File: src/rtl/inert_sensor_resp_pkg.sv
// Shared definitions for the inertial sensor responder: register
// addresses, frame FSM encoding and command field positions.
package inert_pkg;

    // Register addresses (7-bit)
    localparam logic [6:0] INT1_CTRL = 7'h0D;
    localparam logic [6:0] CTRL1_XL  = 7'h10;
    localparam logic [6:0] CTRL2_G   = 7'h11;
    localparam logic [6:0] CTRL3     = 7'h14;
    localparam logic [6:0] STATUS    = 7'h1E;
    localparam logic [6:0] OUTX_L_G  = 7'h22;
    localparam logic [6:0] OUTX_H_G  = 7'h23;
    localparam logic [6:0] OUTZ_L_XL = 7'h2C;
    localparam logic [6:0] OUTZ_H_XL = 7'h2D;

    // INT1_CTRL value that routes data-ready to INT
    localparam logic [7:0] INT1_DRDY = 8'h02;

    // 16-bit command frame, MSB first: {R/W, addr[6:0], data[7:0]}
    localparam int unsigned CMD_RW_BIT   = 15;
    localparam int unsigned CMD_ADDR_LSB = 8;
    localparam int unsigned CMD_ADDR_W   = 7;
    localparam int unsigned CMD_DATA_W   = 8;

    typedef enum logic [1:0] {
        IDLE,
        ADDR,
        DATA,
        CMPLT
    } frm_state_t;

endpackage

File: src/rtl/inert_sensor_resp_spi_slv16.sv
// 16-bit SPI slave front end: input synchronizers, edge detection,
// frame FSM, receive/transmit shift registers. Emits a read-data fetch
// at the 8th SCLK rise and commit/abort pulses on SS_n rise.
module spi_slv16
    import inert_pkg::*;
#(
    parameter int unsigned SYNC_STAGES = 2
) (
    input  logic                  clk,
    input  logic                  rst,
    input  logic                  SS_n,
    input  logic                  SCLK,
    input  logic                  MOSI,
    output logic                  MISO,
    output logic                  busy,
    output logic                  rdata_req,
    output logic [CMD_ADDR_W-1:0] req_addr,
    input  logic [CMD_DATA_W-1:0] rdata,
    output logic [CMD_ADDR_W-1:0] addr,
    output logic                  is_rd,
    output logic [CMD_DATA_W-1:0] wdata,
    output logic                  commit,
    output logic                  abort
);

    frm_state_t state, state_nxt;

    logic [SYNC_STAGES-1:0] ss_sync, sclk_sync, mosi_sync;
    logic                   ss_d, sclk_d;
    logic                   ss_s, sclk_s, mosi_s;
    logic                   ss_fall, ss_rise, sclk_rise, sclk_fall;
    logic [3:0]             rise_cnt;
    logic [6:0]             rx;
    logic [7:0]             rx_byte;
    logic [7:0]             tx;
    logic                   last_hdr_rise, last_data_rise;

    assign ss_s   = ss_sync[SYNC_STAGES-1];
    assign sclk_s = sclk_sync[SYNC_STAGES-1];
    assign mosi_s = mosi_sync[SYNC_STAGES-1];

    assign ss_fall   = ~ss_s & ss_d;
    assign ss_rise   = ss_s & ~ss_d;
    assign sclk_rise = sclk_s & ~sclk_d;
    assign sclk_fall = ~sclk_s & sclk_d;

    // MOSI passes the same number of stages as SCLK, so mosi_s is the bit
    // that was on the wire when the detected rise occurred.
    assign rx_byte  = {rx, mosi_s};
    assign req_addr = rx_byte[CMD_ADDR_W-1:0];

    assign last_hdr_rise  = sclk_rise && (rise_cnt == 4'd7);
    assign last_data_rise = sclk_rise && (rise_cnt == 4'd15);

    // Synchronizers and edge-detect history; idle levels are SS_n=1, SCLK=1
    always_ff @(posedge clk) begin
        if (rst) begin
            ss_sync   <= '1;
            sclk_sync <= '1;
            mosi_sync <= '0;
            ss_d      <= 1'b1;
            sclk_d    <= 1'b1;
        end else begin
            ss_sync   <= {ss_sync[SYNC_STAGES-2:0], SS_n};
            sclk_sync <= {sclk_sync[SYNC_STAGES-2:0], SCLK};
            mosi_sync <= {mosi_sync[SYNC_STAGES-2:0], MOSI};
            ss_d      <= ss_s;
            sclk_d    <= sclk_s;
        end
    end

    // Frame FSM state register
    always_ff @(posedge clk) begin
        if (rst) state <= IDLE;
        else     state <= state_nxt;
    end

    // Frame FSM next-state; an SS_n rise before the 16th bit aborts
    always_comb begin
        state_nxt = state;
        case (state)
            IDLE:    if (ss_fall) state_nxt = ADDR;
            ADDR: begin
                if (ss_rise)            state_nxt = IDLE;
                else if (last_hdr_rise) state_nxt = DATA;
            end
            DATA: begin
                if (ss_rise)             state_nxt = IDLE;
                else if (last_data_rise) state_nxt = CMPLT;
            end
            CMPLT:   if (ss_rise) state_nxt = IDLE;
            default: state_nxt = IDLE;
        endcase
    end

    // Frame FSM outputs: status, read fetch and end-of-frame pulses
    always_comb begin
        busy      = (state != IDLE);
        commit    = (state == CMPLT) && ss_rise;
        abort     = ((state == ADDR) || (state == DATA)) && ss_rise;
        rdata_req = (state == ADDR) && last_hdr_rise && !ss_rise;
    end

    // Receive shift register, bit counter and latched command fields
    always_ff @(posedge clk) begin
        if (rst) begin
            rise_cnt <= '0;
            rx       <= '0;
            is_rd    <= 1'b0;
            addr     <= '0;
            wdata    <= '0;
        end else begin
            if ((state == IDLE) && ss_fall) begin
                rise_cnt <= '0;
                rx       <= '0;
            end else if (((state == ADDR) || (state == DATA)) && sclk_rise) begin
                rise_cnt <= rise_cnt + 4'd1;
                rx       <= rx_byte[6:0];
            end
            if (rdata_req) begin
                is_rd <= rx_byte[CMD_RW_BIT-CMD_ADDR_LSB];
                addr  <= rx_byte[CMD_ADDR_W-1:0];
            end
            if ((state == DATA) && last_data_rise && !ss_rise)
                wdata <= rx_byte[CMD_DATA_W-1:0];
        end
    end

    // Transmit shift register, loaded once per frame at the 8th rise
    always_ff @(posedge clk) begin
        if (rst)                                tx <= '0;
        else if (rdata_req)                     tx <= rdata;
        else if ((state == DATA) && sclk_fall)  tx <= {tx[6:0], 1'b0};
    end

    // MISO: 1 when idle, 0 through the header, data bits change on falls
    always_ff @(posedge clk) begin
        if (rst)                               MISO <= 1'b1;
        else if (state_nxt == IDLE)            MISO <= 1'b1;
        else if (state == IDLE)                MISO <= 1'b0;
        else if ((state == DATA) && sclk_fall) MISO <= tx[7];
    end

endmodule

File: src/rtl/inert_sensor_resp.sv
// Inertial sensor responder (SPI slave model) for the Segway bench.
// Holds the configuration registers, the sample timer, the latched
// pitch-rate / Z-accel data and the INT flag.
// Optional: define INERT_STATUS_REG_EN to add the STATUS register (0x1E)
// with XLDA (bit0) and GDA (bit1) data-available flags.
module inert_sensor_resp
    import inert_pkg::*;
#(
    parameter int unsigned SAMPLE_CYCLES = 240385,
    parameter int unsigned SYNC_STAGES   = 2
) (
    input  logic        clk,
    input  logic        rst,
    input  logic        SS_n,
    input  logic        SCLK,
    input  logic        MOSI,
    output logic        MISO,
    output logic        INT,
    input  logic [15:0] ptch_rt_in,
    input  logic [15:0] az_in,
    output logic        stream_en
);

    localparam int unsigned TMR_W = $clog2(SAMPLE_CYCLES);
    localparam logic [TMR_W-1:0] TMR_LAST = TMR_W'(SAMPLE_CYCLES - 1);

    logic                  busy, rdata_req, is_rd, commit, abort;
    logic [CMD_ADDR_W-1:0] req_addr, addr;
    logic [CMD_DATA_W-1:0] rdata, wdata;

    logic [7:0]       int1_ctrl, ctrl1_xl, ctrl2_g, ctrl3;
    logic [15:0]      ptch_rt, az;
    logic             int_flag, pend;
    logic [TMR_W-1:0] timer;
    logic             sample_evt, apply, wr_commit, rd_commit, stop;

    spi_slv16 #(
        .SYNC_STAGES(SYNC_STAGES)
    ) u_spi (
        .clk       (clk),
        .rst       (rst),
        .SS_n      (SS_n),
        .SCLK      (SCLK),
        .MOSI      (MOSI),
        .MISO      (MISO),
        .busy      (busy),
        .rdata_req (rdata_req),
        .req_addr  (req_addr),
        .rdata     (rdata),
        .addr      (addr),
        .is_rd     (is_rd),
        .wdata     (wdata),
        .commit    (commit),
        .abort     (abort)
    );

    assign stream_en = (int1_ctrl == INT1_DRDY) && (|ctrl1_xl) && (|ctrl2_g);
    assign INT       = int_flag;

    assign wr_commit  = commit && !is_rd;
    assign rd_commit  = commit && is_rd;
    assign stop       = wr_commit && (addr == INT1_CTRL) && !wdata[1];
    assign sample_evt = stream_en && (timer == TMR_LAST);

    // A sample taken mid-frame is deferred to the frame's end so a read
    // never sees half-old, half-new data. Disabling the stream drops it.
    assign apply = (sample_evt || pend) && (!busy || commit || abort) && !stop;

    // Configuration registers, updated at write commit
    always_ff @(posedge clk) begin
        if (rst) begin
            int1_ctrl <= '0;
            ctrl1_xl  <= '0;
            ctrl2_g   <= '0;
            ctrl3     <= '0;
        end else if (wr_commit) begin
            case (addr)
                INT1_CTRL: int1_ctrl <= wdata;
                CTRL1_XL:  ctrl1_xl  <= wdata;
                CTRL2_G:   ctrl2_g   <= wdata;
                CTRL3:     ctrl3     <= wdata;
                default:   ;
            endcase
        end
    end

    // Sample timer: free-runs only while streaming
    always_ff @(posedge clk) begin
        if (rst || !stream_en || stop) timer <= '0;
        else if (timer == TMR_LAST)    timer <= '0;
        else                           timer <= timer + 1'b1;
    end

    // Pending-sample flag and latched sample data
    always_ff @(posedge clk) begin
        if (rst) begin
            pend    <= 1'b0;
            ptch_rt <= '0;
            az      <= '0;
        end else begin
            if (stop || apply) pend <= 1'b0;
            else if (sample_evt) pend <= 1'b1;
            if (apply) begin
                ptch_rt <= ptch_rt_in;
                az      <= az_in;
            end
        end
    end

    // INT: set by an applied sample (wins over the 0x2D read clear)
    always_ff @(posedge clk) begin
        if (rst || stop)                               int_flag <= 1'b0;
        else if (apply)                                int_flag <= 1'b1;
        else if (rd_commit && (addr == OUTZ_H_XL))     int_flag <= 1'b0;
    end

`ifdef INERT_STATUS_REG_EN
    logic xlda, gda;

    // Data-available flags: set by an applied sample, cleared by high-byte reads
    always_ff @(posedge clk) begin
        if (rst) begin
            xlda <= 1'b0;
            gda  <= 1'b0;
        end else begin
            if (apply)                                  xlda <= 1'b1;
            else if (rd_commit && (addr == OUTZ_H_XL))  xlda <= 1'b0;
            if (apply)                                  gda  <= 1'b1;
            else if (rd_commit && (addr == OUTX_H_G))   gda  <= 1'b0;
        end
    end
`endif

    // Read-data mux, sampled by the slave at the 8th SCLK rise
    always_comb begin
        rdata = '0;
        if (rdata_req) begin
            case (req_addr)
                INT1_CTRL: rdata = int1_ctrl;
                CTRL1_XL:  rdata = ctrl1_xl;
                CTRL2_G:   rdata = ctrl2_g;
                CTRL3:     rdata = ctrl3;
`ifdef INERT_STATUS_REG_EN
                STATUS:    rdata = {6'b0, gda, xlda};
`endif
                OUTX_L_G:  rdata = ptch_rt[7:0];
                OUTX_H_G:  rdata = ptch_rt[15:8];
                OUTZ_L_XL: rdata = az[7:0];
                OUTZ_H_XL: rdata = az[15:8];
                default:   rdata = '0;
            endcase
        end
    end

endmodule

File: config.mk
export PLATFORM = sky130hd
export DESIGN_NAME = inert_sensor_resp
export DESIGN_NICKNAME = d
export VERILOG_FILES = /design/src/rtl/inert_sensor_resp_pkg.sv /design/src/rtl/inert_sensor_resp_spi_slv16.sv /design/src/rtl/inert_sensor_resp.sv
export SDC_FILE = /design/constraint.sdc
export NUM_CORES = 1
export LEC_CHECK = 0
export ABC_AREA = 1
export CELL_PAD_IN_SITES_DETAIL_PLACEMENT = 0
export CELL_PAD_IN_SITES_GLOBAL_PLACEMENT = 1
export CORE_ASPECT_RATIO = 1.1
export CORE_UTILIZATION = 46
export DETAILED_ROUTE_END_ITERATION = 12
export GPL_TIMING_DRIVEN = 0
export PLACE_DENSITY_LB_ADDON = 0.1
export SLEW_MARGIN = 25
export SYNTH_ARGS = -nofsm -noshare
export SYNTH_HDL_FRONTEND = slang
export SYNTH_SLANG_ARGS = --single-unit
File: constraint.sdc
create_clock -name clk -period 4.99 [get_ports clk]
set_input_delay 0.499 -clock clk [delete_from_list [all_inputs] [get_ports clk]]
set_output_delay 0.499 -clock clk [all_outputs]
set_load 0.005 [all_outputs]
==> metrics.cfg <==
[floorplan]
initial_core_util_pct=47.7
rows=44
die_w_um=114
ios=40
coreArea_um2=13300
dieHeight_um=125
die-area_um2=14300

[grt]
gr-total-overflow=0
grt_pass1_vias=5380
grt_pass1_wl_mm=26.3
grt_max_degree=17
gr-usage-all-layers_pct=23.7
antenna_found_initial=0

[yosys]
syn_area_um2=6360
syn_avg_cell_area_um2=6.81
syn_inst=934
synth_area_leader_cell=dfxtp_1
synth-seq-cells=130
synth_commonest_cells=182 x inv_1, 155 x nand2_1, 130 x dfxtp_1, 100 x o21ai_0, 96 x nor2_1
yosysSeqAreaShare_pct=40.9
yosysMostFrequentCell=inv_1
synth_edf_count=0
synth_top_area_share_pct=40.9
synth_ff_type=dfxtp_1
synth_fp_nets=979
ys_warn_count=0
netlist_top_cells_area=dfxtp_1 41%, inv_1 11%, nand2_1 9.1%
async_reset_ff_share_pct=0
yosysUniqueCellTypes=35

[clock_tree]
clock_latency_ps=420
h-tree-depth=4
cts_buffers=17
cts_resized=0
cts_setup_buffers=0
cts-root-buf=clkbuf_16
holdBufCountCts=0
cts_sinks=130
cts_buffer_depth=2
cts_tree=yes
clk_pin_slew_ps=60

[finish]
diodes=0
fin_util_pct=56.8
fillers=1380
layout-drive-gt1-share_pct=8.67
synthToLayoutAreaGrowth_pct=19.0
nets=1037

[drt]
dr_total_vias=5729
route.detailed.drc=0
wl_mm=15.6
drtIter0Drc=394
drt_pre_antenna_iters=6
antenna_left=0
wire_per_inst_um=13.1
viasPerCell=4.82

[timing]
hold_viol=0
rsz0062_at_grt=false
skew_ps=8.06
slew_headroom_pct=38.3
finalSetupTns_ps=0
fmax_mhz=429
tightestPinTransition_ps=919
fin_crit_sh_pct=46.8
setup_violations=0
fin_crit_ps=2330
maxSlewViolCount=0

[power_and_ir_drop]
p_sw_mw=0.498
power_frac_comb_pct=3.7
p_int_mw=1.88
ir_drop_v=0.000208
p_sw_share_pct=21.0
p_leak_nw=3.15
powerDensity_nw_per_um2=314
pwr-share-clk_pct=52.2
sequentialPowerShare_pct=44.0

[placement]
routabilityCongestion=0.859
dp_hpwl_mm=11.6
port_buffers=39

[worst_setup_path]
critical_path_peak_fanout=3
path_class=register to primary output
crit_arrival_ps=1830
endpoint_kind=primary output
worstPathRequired_ps=4490
crit_path_start_kind=register

[run_status]
status=completed

[hold_path]
hold_path_class=register to register

[run]
cap_viol_max_count=0

==> placed cells by master (no fill, tap or decap), drive strengths merged <==
master / netlist / layout
ha: 8 / 8
nor3b: 1 / 1
clkdlybuf4s50: 0 / 39
clkinvlp: 0 / 4
xor2: 3 / 3
clkinv: 0 / 3
nand3: 54 / 54
nand2: 161 / 161
buf: 13 / 13
nand4: 39 / 39
nor2: 103 / 103
xnor2: 2 / 2
dfxtp: 130 / 130
clkbuf: 21 / 42
o21a: 1 / 1
and2: 1 / 1
or2: 7 / 7
o21ai: 102 / 102
o21bai: 2 / 2
o211ai: 1 / 1
nor3: 19 / 19
inv: 190 / 190
a31oi: 2 / 2
bufinv: 0 / 3
a21oi: 74 / 74
==> power groups by stage <==
stage               clock network, mW  logic (mW)  registers (mW)
floorplan                           0      0.0441            1.07
global placement                    0      0.0888            1.07
detailed placement                  0      0.0890            1.07
CTS                              1.26      0.0892            1.05
global route                     1.31       0.101            1.05
finish                           1.24      0.0883            1.05
==> flip-flops by register name (all words and copies together), names as in the netlist, 4 cells and up <==
register	flops
u_spi.addr	7
ctrl1_xl	8
timer	18
ptch_rt	16
az	16
u_spi.wdata	8
u_spi.rise_cnt	4
ctrl2_g	8
int1_ctrl	8
u_spi.tx	8
ctrl3	8
u_spi.rx	7
==> routing by layer <==
metal	vias up	part of all wire (%)	global-route usage, %
met5	-	0	0
met4	0	1.1	7.72
met3	15	2.9	3.78
met2	76	47	39.5
met1	2563	48	31.0
li1	3075	-	-
==> critical path, cell delays in order (launching register included) <==
cell and delay, ps:
dfxtp_1 370, inv_1 50, nor2_1 80, nand2_1 60, nor2_1 120, nand2_1 110, nor2_2 120, clkdlybuf4s50_1 510
==> final timing paths <==
check / slack (ps) / startpoint / end / cells after the start
worst max-delay path: 2660 / int1_ctrl[1]$_SDFFE_PP0N_ / stream_en / 7
worst min-delay path: 400 / u_spi.mosi_sync[0]$_SDFF_PP0_ / u_spi.mosi_sync[1]$_SDFF_PP0_ / 2
worst max register to register: 2820 / u_spi.state[0]$_SDFF_PP0_ / timer[15]$_SDFF_PP0_ / 11
worst min register to register: 400 / u_spi.mosi_sync[0]$_SDFF_PP0_ / u_spi.mosi_sync[1]$_SDFF_PP0_ / 2
==> cell type report <==
| type | instances | area [um2] | share of cell area, % |
|---|---|---|---|
| Multi-Input combinational cell | 580 | 2870 | 38.0 |
| Sequential cell | 130 | 2600 | 34.4 |
| Inverter | 190 | 713 | 9.43 |
| Clock buffer | 21 | 450 | 5.95 |
| Timing Repair Buffer | 39 | 390 | 5.16 |
| Tap cell | 184 | 230 | 3.04 |
| Buffer | 34 | 171 | 2.27 |
| Clock inverter | 10 | 135 | 1.79 |
==> per-stage QoR <==
stage	hold WS, ps	power (mW)	std cells	cell area, um2	setup slack [ps]
finish	403	2.37	1188	7570	2660
detailed placement	396	1.16	1157	6980	2420
global route	433	2.45	1188	7570	2520
global placement	390	1.16	1157	6980	2470
CTS	404	2.40	1188	7570	2630
floorplan	388	1.11	934	6360	3270
==> cell families after synthesis <==
group	synth area share, %
simple gates	27.7
buf+inv	13.9
compound gates	15.2
flops	40.9
fa+ha+maj	1.57
xor+xnor	0.689
(Power assumes the default switching activity.)
